File: src/rtl/wbm_pkg.sv
// Shared types for the Wishbone host master: FSM state encoding,
// the default-width command record and its byte-enable width.
package wbm_pkg;

  localparam int WBM_AW = 32;
  localparam int WBM_DW = 32;
  localparam int SELW   = WBM_DW / 8;

  typedef enum logic [1:0] {
    IDLE = 2'd0,
    REQ  = 2'd1,
    RESP = 2'd2
  } wbm_state_t;

  typedef struct packed {
    logic              we;
    logic [WBM_AW-1:0] adr;
    logic [WBM_DW-1:0] dat;
    logic [SELW-1:0]   sel;
  } wbm_cmd_t;

endpackage

File: src/rtl/wbm_watchdog.sv
// Bus-cycle watchdog: counts cycles spent waiting for ACK and flags
// expiry in the last allowed cycle. Only instantiated when the host master
// is built with WBM_TIMEOUT_EN.
module wbm_watchdog #(
  parameter int TIMEOUT_CYC = 256
) (
  input  logic clk,
  input  logic rst_n,
  input  logic clear,
  input  logic enable,
  output logic expired
);

  localparam int            CW   = (TIMEOUT_CYC > 1) ? $clog2(TIMEOUT_CYC) : 1;
  localparam logic [CW-1:0] LAST = CW'(TIMEOUT_CYC - 1);

  logic [CW-1:0] count;

  // Restart on each new transfer, then count waiting cycles, holding at the limit.
  always_ff @(posedge clk or negedge rst_n) begin
    if (!rst_n) begin
      count <= '0;
    end else if (clear) begin
      count <= '0;
    end else if (enable && (count != LAST)) begin
      count <= count + CW'(1);
    end
  end

  assign expired = enable && (count == LAST);

endmodule

File: src/rtl/wb_host_master.sv
// Wishbone B4 classic single-transfer initiator. Takes one command at a time
// from a valid/ready stream, runs one read or write on the bus, and returns
// the result on a valid/ready response stream.
// Build option: define WBM_TIMEOUT_EN to abort transfers that receive no ACK
// within TIMEOUT_CYC strobe cycles (response then carries rsp_err_o=1).
module wb_host_master
  import wbm_pkg::*;
#(
  parameter int AW          = 32,
  parameter int DW          = 32,
  parameter int TIMEOUT_CYC = 256
) (
  input  logic            wb_clk_i,
  input  logic            wb_rst_ni,
  input  logic            cmd_valid_i,
  output logic            cmd_ready_o,
  input  logic            cmd_we_i,
  input  logic [AW-1:0]   cmd_adr_i,
  input  logic [DW-1:0]   cmd_dat_i,
  input  logic [DW/8-1:0] cmd_sel_i,
  output logic            rsp_valid_o,
  input  logic            rsp_ready_i,
  output logic [DW-1:0]   rsp_dat_o,
  output logic            rsp_err_o,
  output logic            wbm_cyc_o,
  output logic            wbm_stb_o,
  output logic            wbm_we_o,
  output logic [AW-1:0]   wbm_adr_o,
  output logic [DW-1:0]   wbm_dat_o,
  output logic [DW/8-1:0] wbm_sel_o,
  input  logic            wbm_ack_i,
  input  logic [DW-1:0]   wbm_dat_i,
  output logic            busy_o
);

  localparam int SW = DW / 8;

  typedef struct packed {
    logic          we;
    logic [AW-1:0] adr;
    logic [DW-1:0] dat;
    logic [SW-1:0] sel;
  } cmd_t;

  wbm_state_t    state;
  cmd_t          cmd_q;
  logic          cyc_q;
  logic          rsp_valid_q;
  logic [DW-1:0] rsp_dat_q;
  logic          rsp_err_q;
  logic          accept;
  logic          expired;

  assign cmd_ready_o = (state == IDLE) && wb_rst_ni;
  assign accept      = cmd_valid_i && cmd_ready_o;

`ifdef WBM_TIMEOUT_EN
  wbm_watchdog #(
    .TIMEOUT_CYC (TIMEOUT_CYC)
  ) u_watchdog (
    .clk     (wb_clk_i),
    .rst_n   (wb_rst_ni),
    .clear   (accept),
    .enable  (state == REQ),
    .expired (expired)
  );
`else
  // Without the watchdog a transfer waits for ACK forever; the limit is only
  // referenced here so the parameter list stays identical in both builds.
  localparam int unused_timeout_cyc = TIMEOUT_CYC;
  assign expired = 1'b0;
`endif

  // Transfer FSM: capture command, hold the bus until ACK (or watchdog expiry), then hold the response until consumed.
  always_ff @(posedge wb_clk_i or negedge wb_rst_ni) begin
    if (!wb_rst_ni) begin
      state       <= IDLE;
      cmd_q       <= '0;
      cyc_q       <= 1'b0;
      rsp_valid_q <= 1'b0;
      rsp_dat_q   <= '0;
      rsp_err_q   <= 1'b0;
    end else begin
      case (state)
        IDLE: begin
          if (accept) begin
            cmd_q.we  <= cmd_we_i;
            cmd_q.adr <= cmd_adr_i;
            cmd_q.dat <= cmd_dat_i;
            cmd_q.sel <= cmd_sel_i;
            cyc_q     <= 1'b1;
            state     <= REQ;
          end
        end
        REQ: begin
          if (wbm_ack_i) begin
            cyc_q       <= 1'b0;
            rsp_valid_q <= 1'b1;
            rsp_dat_q   <= cmd_q.we ? '0 : wbm_dat_i;
            rsp_err_q   <= 1'b0;
            state       <= RESP;
          end else if (expired) begin
            cyc_q       <= 1'b0;
            rsp_valid_q <= 1'b1;
            rsp_dat_q   <= '0;
            rsp_err_q   <= 1'b1;
            state       <= RESP;
          end
        end
        RESP: begin
          if (rsp_ready_i) begin
            rsp_valid_q <= 1'b0;
            rsp_dat_q   <= '0;
            rsp_err_q   <= 1'b0;
            state       <= IDLE;
          end
        end
        default: begin
          cyc_q       <= 1'b0;
          rsp_valid_q <= 1'b0;
          state       <= IDLE;
        end
      endcase
    end
  end

  assign wbm_cyc_o   = cyc_q;
  assign wbm_stb_o   = cyc_q;
  assign wbm_we_o    = cmd_q.we;
  assign wbm_adr_o   = cmd_q.adr;
  assign wbm_dat_o   = cmd_q.dat;
  assign wbm_sel_o   = cmd_q.sel;
  assign rsp_valid_o = rsp_valid_q;
  assign rsp_dat_o   = rsp_dat_q;
  assign rsp_err_o   = rsp_err_q;
  assign busy_o      = (state != IDLE);

endmodule

File: config.mk
export PLATFORM = sky130hd
export DESIGN_NAME = wb_host_master
export DESIGN_NICKNAME = d
export VERILOG_FILES = /design/src/rtl/wbm_pkg.sv /design/src/rtl/wbm_watchdog.sv /design/src/rtl/wb_host_master.sv
export SDC_FILE = /design/constraint.sdc
export NUM_CORES = 1
export LEC_CHECK = 0
export ABC_CLOCK_PERIOD_IN_PS = 4000
export BUFFER_PORTS_ARGS = -buffer_cell sky130_fd_sc_hd__buf_2
export CAP_MARGIN = 40
export CORE_MARGIN = 2
export CORE_UTILIZATION = 40
export DETAILED_ROUTE_END_ITERATION = 12
export HOLD_SLACK_MARGIN = 0.03
export PLACE_DENSITY = 0.74
export REMOVE_ABC_BUFFERS = 1
export SETUP_SLACK_MARGIN = 0.15
export SLEW_MARGIN = 20
export SYNTH_ARGS = -nofsm -noshare
export SYNTH_HDL_FRONTEND = slang
export SYNTH_SLANG_ARGS = --single-unit
File: constraint.sdc
create_clock -name wb_clk_i -period 4 [get_ports wb_clk_i]
set_input_delay 0 -clock wb_clk_i [delete_from_list [all_inputs] [get_ports wb_clk_i]]
set_output_delay 0 -clock wb_clk_i [all_outputs]
set_load 0.01 [all_outputs]
==> reports/metrics.csv, run 1 <==
metric,value,unit
p_per_area,608,nW/µm²
cts_resized,0,
rsz0062_at_grt,false,
multi_input_area,1600,µm²
layout-drive-gt1-share,0.475,
cp_top_family,buffers and inverters,
grt_pass1_vias,3363,
numCtsBuffers,9,
pwr-share-clk,0.170,
slowest_delay,0.56,ns
pin_count,213,
postCtsSetupRepairBufs,0,
crit_buf_inv,3,
critPathRequiredTime,4.24,ns
post-route-util,0.602,
cp-end-kind,flop,
postRouteAntennaNets,0,
grt_most_used_layer,met2,
synth-edff-count,0,
reg2reg_depth,4,
intPower,2.61,mW
clk_latency,0.36,ns
cp-endpoint,wbm_adr_o[14],
synthesis.area,4370,µm²
arrival,2.29,ns
gr-usage-met1,0.227,
port-buffer-count,211,
power_frac_seq,0.443,
via_count,3244,
crit_chain,dlygate4sd3_1 > buf_4 > nor3b_2 > and2_4 > buf_16 > mux2_1,
holdBufCountCts,72,
startpoint_type,input pin,
fin_nets,661,
overflow,0,
die_x,109,µm
drc,0,
root_buffer,clkbuf_8,
period_needed,2.04,ns
diodes,0,
drt-initial-drc-count,188,
setup_violations,0,
cts_sinks,105,
firstDrtPassIters,6,
antenna_found_initial,0,
critPathSlowestCell,dlygate4sd3_1,
synth-warning-count,0,
cts_tree,done,
syn_to_final_growth,48.1,%
dp_hpwl,7060,µm
ys_top_cells_by_area,"dfrtp_1, mux2_1, mux2_4, nor3b_1, buf_4",
critPathMaxFanout,58,
hp-class,in2reg,
avgRoutedWirePerCell,16.2,µm
die-area,11800,µm²
yosysMostFrequentCell,dfrtp_1,
avgSynthCellArea,15.8,µm²
met3_usage,0.0464,
skew,0.0110,ns
yosys.area.top_type_share,0.601,
status,"finished, final reports clean",
grt_pass1_wl,16900,µm
path_clk_slew,0.10,ns
synth_ff_type,dfrtp_1,
final_hold_viol_count,0,
leakage,3.20,nW
wl,11400,µm
regToRegSetupSlack,1.99,ns
grt.total_usage,0.190,
r2r-start,state[1],
grt_max_degree,59,
p_comb_frac,0.387,
yosysSeqAreaShare,0.601,
cts_max_level,3,
use_met2,0.322,
start_util,0.407,
worst_pin_slew,0.562,ns
via_per_inst,4.63,
num_rows,38,
regArea,2630,µm²
synth.largest_area_cell,dfrtp_1,
p_sw_frac,0.336,
r2r-end,rsp_dat_o[0],
synth.distinct_cells,21,
clock.fmax,0.489,GHz
relSlewSlack,0.625,
async_flop_share,1.00,
core_area,10700,µm²
final_cells,700,
synth_commonest_cells,"dfrtp_1, mux2_1, nor3b_1, mux2_4, buf_4",
num-fill-cells,817,
critPathKind,in2reg,
cp-startpoint,wb_rst_ni,
max-vdd-ir-drop,0.000277,V
fp.dieH,109,µm
place_congestion,0.767,
cts_buffer_depth,2,
maxCapViolCount,0,
syn_inst,277,
power.switching,1.32,mW
setup_tns,0,ns
ys_ff_latch,105,
drv_slew,0,
timing.final.crit_share,0.511,
place_inst,612,
cp.depth,6,
registers in the layout, summed over array words and instances (netlist names):
signal	flops
wbm_dat_o	32
wbm_we_o	1
rsp_valid_o	1
state	2
rsp_dat_o	32
wbm_sel_o	4
wbm_adr_o	32
wbm_cyc_o	1
stage by stage:
stage	hold WS (ns)	setup WS (ns)	instance area (µm²)	power, mW
after global placement	-0.0318	2.01	5490	3.14
after detailed placement	-0.0263	1.97	5550	3.21
after CTS	0.0532	1.95	6470	3.93
after global routing	0.0597	1.80	6470	4.16
final	0.0686	1.96	6470	3.93
after floorplan	-0.296	1.03	4230	2.52
cells in the final DEF (no fill, tap or decap):
cell           instances
a21o_1                 2
a21oi_1                1
a22o_1                 1
a22o_4                 1
and2_4                 1
buf_12                 1
buf_16                 1
buf_2                210
buf_4                  3
buf_8                  1
bufinv_16              1
clkbuf_8              10
clkinv_2               2
clkinv_4               2
conb_1                 1
dfrtp_1              105
dlygate4sd3_1         72
inv_1                  3
inv_6                  1
mux2_1                71
mux2_4                30
nand2_1                1
nor2_1                 2
nor2b_1                1
nor2b_2                1
nor3b_1               32
nor3b_2                1
o21ai_0                2
worst min path at each step:
stage | cells past startpoint | slack (ns) | endpoint | startpoint
floorplan | 0 | -0.30 | rsp_dat_o[0] | wb_rst_ni
global placement | 1 | -0.03 | wbm_adr_o[25] | wb_rst_ni
detailed placement | 1 | -0.03 | wbm_adr_o[25] | wb_rst_ni
CTS | 3 | 0.05 | rsp_dat_o[15] | wbm_dat_i[15]
global route | 3 | 0.06 | rsp_dat_o[27] | wbm_dat_i[27]
finish | 3 | 0.07 | rsp_dat_o[17] | wbm_dat_i[17]
cells by family (layout without fill, tap and decap cells):
group | after synthesis | count (layout) | synth area share
flip-flops | 105 | 105 | 0.601
multiplexers | 101 | 101 | 0.286
AND/OR/NAND/NOR | 39 | 39 | 0.0647
buffers and inverters | 24 | 307 | 0.0341
AO/OA/AOI/OAI | 7 | 7 | 0.0129
other | 1 | 1 | 0.000858
power by group through the flow:
stage                     Combinational [mW]  Clock, mW  Sequential [mW]
after detailed placement                1.47          0             1.74
after CTS                               1.52      0.681             1.73
after global routing                    1.64      0.729             1.79
after floorplan                        0.569          0             1.95
final                                   1.52      0.669             1.74
after global placement                  1.39          0             1.75
metal layers:
layer | vias up | share of wire
li1 | 1519 | -
met1 | 1546 | 0.42
met2 | 152 | 0.48
met3 | 27 | 0.074
met4 | 0 | 0.028
met5 | - | 0
worst register-to-register path, cell delays in order (launching register included):
cell and delay (ns):
dfrtp_1 0.44, nor2b_2 0.18, buf_4 0.34, a22o_4 0.55
mux2_1 0.40
cell type report:
cell class	count	share of cell area
timing repair buffer	288	0.287
clock buffer	10	0.0213
sequential	105	0.406
multi-input combinational	148	0.247
clock inverter	6	0.0102
inverter	3	0.00174
tap	140	0.0271
Power figures use the tool's default switching activity.
==> run 2: changes to the inputs <==
ABC_CLOCK_PERIOD_IN_PS = 1800   (was 4000)
PLACE_DENSITY = 0.77   (was 0.74)
clock period = 1.8 ns   (was 4 ns; I/O delays follow)
==> run 2 against run 1 <==
Sequential power grew 120%; first-iteration DRC count fell by 28%; die area unchanged; wire length rose by 10%; clock power grew 120%; non-clock buffer count is 13 higher; global-route usage increased by 1.4 points; critical path type is now reg2reg; largest cell class unchanged.
==> reports/metrics.csv, run 2 (synthesized netlist as in run 1, its figures left out) <==
metric,value,unit,change
start_util,0.407,,unchanged
path_clk_slew,0.10,ns,about the same
critPathKind,reg2reg,,was in2reg
via_per_inst,4.75,,was 4.63
pin_count,213,,unchanged
p_comb_frac,0.400,,was 0.387
fp.dieH,109,µm,unchanged
numCtsBuffers,9,,unchanged
skew,0.0169,ns,was 0.0110 ns
intPower,5.90,mW,was 2.61 mW
r2r-start,state[0],,was state[1]
power_frac_seq,0.436,,was 0.443
crit_buf_inv,1,,was 3
crit_chain,nor3b_4 > and2_4 > buf_4 > mux2_1,,was dlygate4sd3_1 > buf_4 > nor3b_2 > and2_4 > buf_16 > mux2_1
setup_violations,0,,unchanged
drc,0,,unchanged
grt_pass1_vias,3548,,was 3363
setup_tns,0,ns,unchanged
hp-class,in2reg,,unchanged
critPathMaxFanout,6,,was 58
p_sw_frac,0.336,,about the same
startpoint_type,flop,,was input pin
final_cells,715,,was 700
cp_top_family,simple AND/OR/NAND/NOR gates,,was buffers and inverters
rsz0062_at_grt,true,,was false
cp-end-kind,flop,,unchanged
antenna_found_initial,1,,was 0
critPathSlowestCell,dfrtp_2,,was dlygate4sd3_1
clock.fmax,0.620,GHz,
status,"finished, final reports clean",,unchanged
slowest_delay,0.45,ns,was 0.56 ns
worst_pin_slew,0.528,ns,was 0.562 ns
firstDrtPassIters,4,,was 6
overflow,0,,unchanged
cts_buffer_depth,2,,unchanged
dp_hpwl,7390,µm,was 7060 µm
place_inst,618,,was 612
fin_nets,675,,was 661
die-area,11800,µm²,unchanged
timing.final.crit_share,0.896,,
cts_sinks,105,,unchanged
min-delay-start,wbm_dat_i[15],,was wbm_dat_i[17]
root_buffer,clkbuf_8,,unchanged
cp-startpoint,state[0],,was wb_rst_ni
cts_max_level,3,,unchanged
drt-initial-drc-count,135,,was 188
via_count,3393,,was 3244
avgRoutedWirePerCell,17.6,µm,was 16.2 µm
p_total,8.89,mW,was 3.93 mW
final_hold_viol_count,0,,unchanged
critPathRequiredTime,2.04,ns,was 4.24 ns
power.switching,2.99,mW,was 1.32 mW
grt_pass1_wl,18200,µm,was 16900 µm
drv_slew,0,,unchanged
layout-drive-gt1-share,0.495,,was 0.475
syn_to_final_growth,52.5,%,was 48.1%
arrival,1.86,ns,was 2.29 ns
grt.total_usage,0.203,,was 0.190
grt_max_degree,106,,was 59
die_x,109,µm,unchanged
layout_common_cells,"buf_2, dfrtp_1, dlygate4sd3_1",,unchanged
clk_latency,0.37,ns,was 0.36 ns
num_rows,38,,unchanged
pwr-share-clk,0.164,,was 0.170
relSlewSlack,0.648,,was 0.625
place_congestion,0.692,,was 0.767
maxCapViolCount,0,,unchanged
period_needed,1.61,ns,
final_common_cell,buf_2,,unchanged
p_per_area,1340,nW/µm²,was 608 nW/µm²
cts_tree,done,,unchanged
wl,12600,µm,was 11400 µm
port-buffer-count,211,,unchanged
max-vdd-ir-drop,0.000674,V,was 0.000277 V
leakage,3.29,nW,was 3.20 nW
core_area,10700,µm²,unchanged
postRouteAntennaNets,0,,unchanged
run 2: through the flow:
step	util	setup slack [ns]	cell area [µm²]	hold WS [ns]
after floorplan	-	-1.17	4230	-0.296
after global placement	0.523	0.193	5620	0.137
after detailed placement	0.523	0.101	5620	0.150
after CTS	0.609	0.154	6540	0.0497
after global routing	0.620	0.118	6660	0.0654
final	0.620	0.188	6660	0.0583
run 2: timing repair:
item                                    4_1_cts  5_1_grt
gates cloned                                  0        4
endpoints found under the setup margin       89       90
buffers inserted                              1        3
hold buffers                                 72        0
pin swaps                                     1        2
hold endpoints to repair                    177        0
gates resized for setup                       1        7
run 2: path summary, 6_finish.rpt:
kind / end / slack [ns] / cells after the start
min: rsp_dat_o[15] / 0.06 / 3
max in group asynchronous: state[0] / 1.06 / 3
max: wbm_dat_o[13] / 0.19 / 4
max reg2reg: wbm_dat_o[13] / 0.19 / 4
min reg2reg: wbm_dat_o[6] / 0.49 / 1
min in group asynchronous: wbm_dat_o[29] / 0.32 / 3
run 2: power by group through the flow:
| stage | Clock (mW) | Sequential [mW] | Combinational [mW] |
|---|---|---|---|
| finish | 1.46 | 3.87 | 3.56 |
| global route | 1.61 | 3.98 | 3.82 |
| CTS | 1.50 | 3.83 | 3.46 |
| detailed placement | 0 | 3.84 | 3.34 |
| global placement | 0 | 3.82 | 3.24 |
| floorplan | 0 | 4.34 | 1.27 |
run 2: layer usage:
| layer | global-route usage | up-vias | wire length, µm |
|---|---|---|---|
| li1 | - | 1551 | - |
| met2 | 0.357 | 163 | 6300 |
| met4 | 0.0769 | 0 | 343 |
| met1 | 0.235 | 1647 | 5000 |
| met5 | 0 | - | 0 |
| met3 | 0.0585 | 32 | 926 |
run 2: layout make-up:
cell class / instances / area (µm²)
tap: 140 / 175
clock inverter: 4 / 52.6
inverter: 3 / 11.3
fill: 817 / 4080
antenna: 1 / 2.50
sequential: 105 / 2630
clock buffer: 12 / 145
timing repair buffer: 301 / 2030
multi-input combinational: 149 / 1620
run 2: worst min-delay path, delay by kind of cell:
kind | cells | cell delay (ns)
multiplexers | 1 | 0.16
AND/OR/NAND/NOR | 1 | 0.16
buffers and inverters | 1 | 0.07
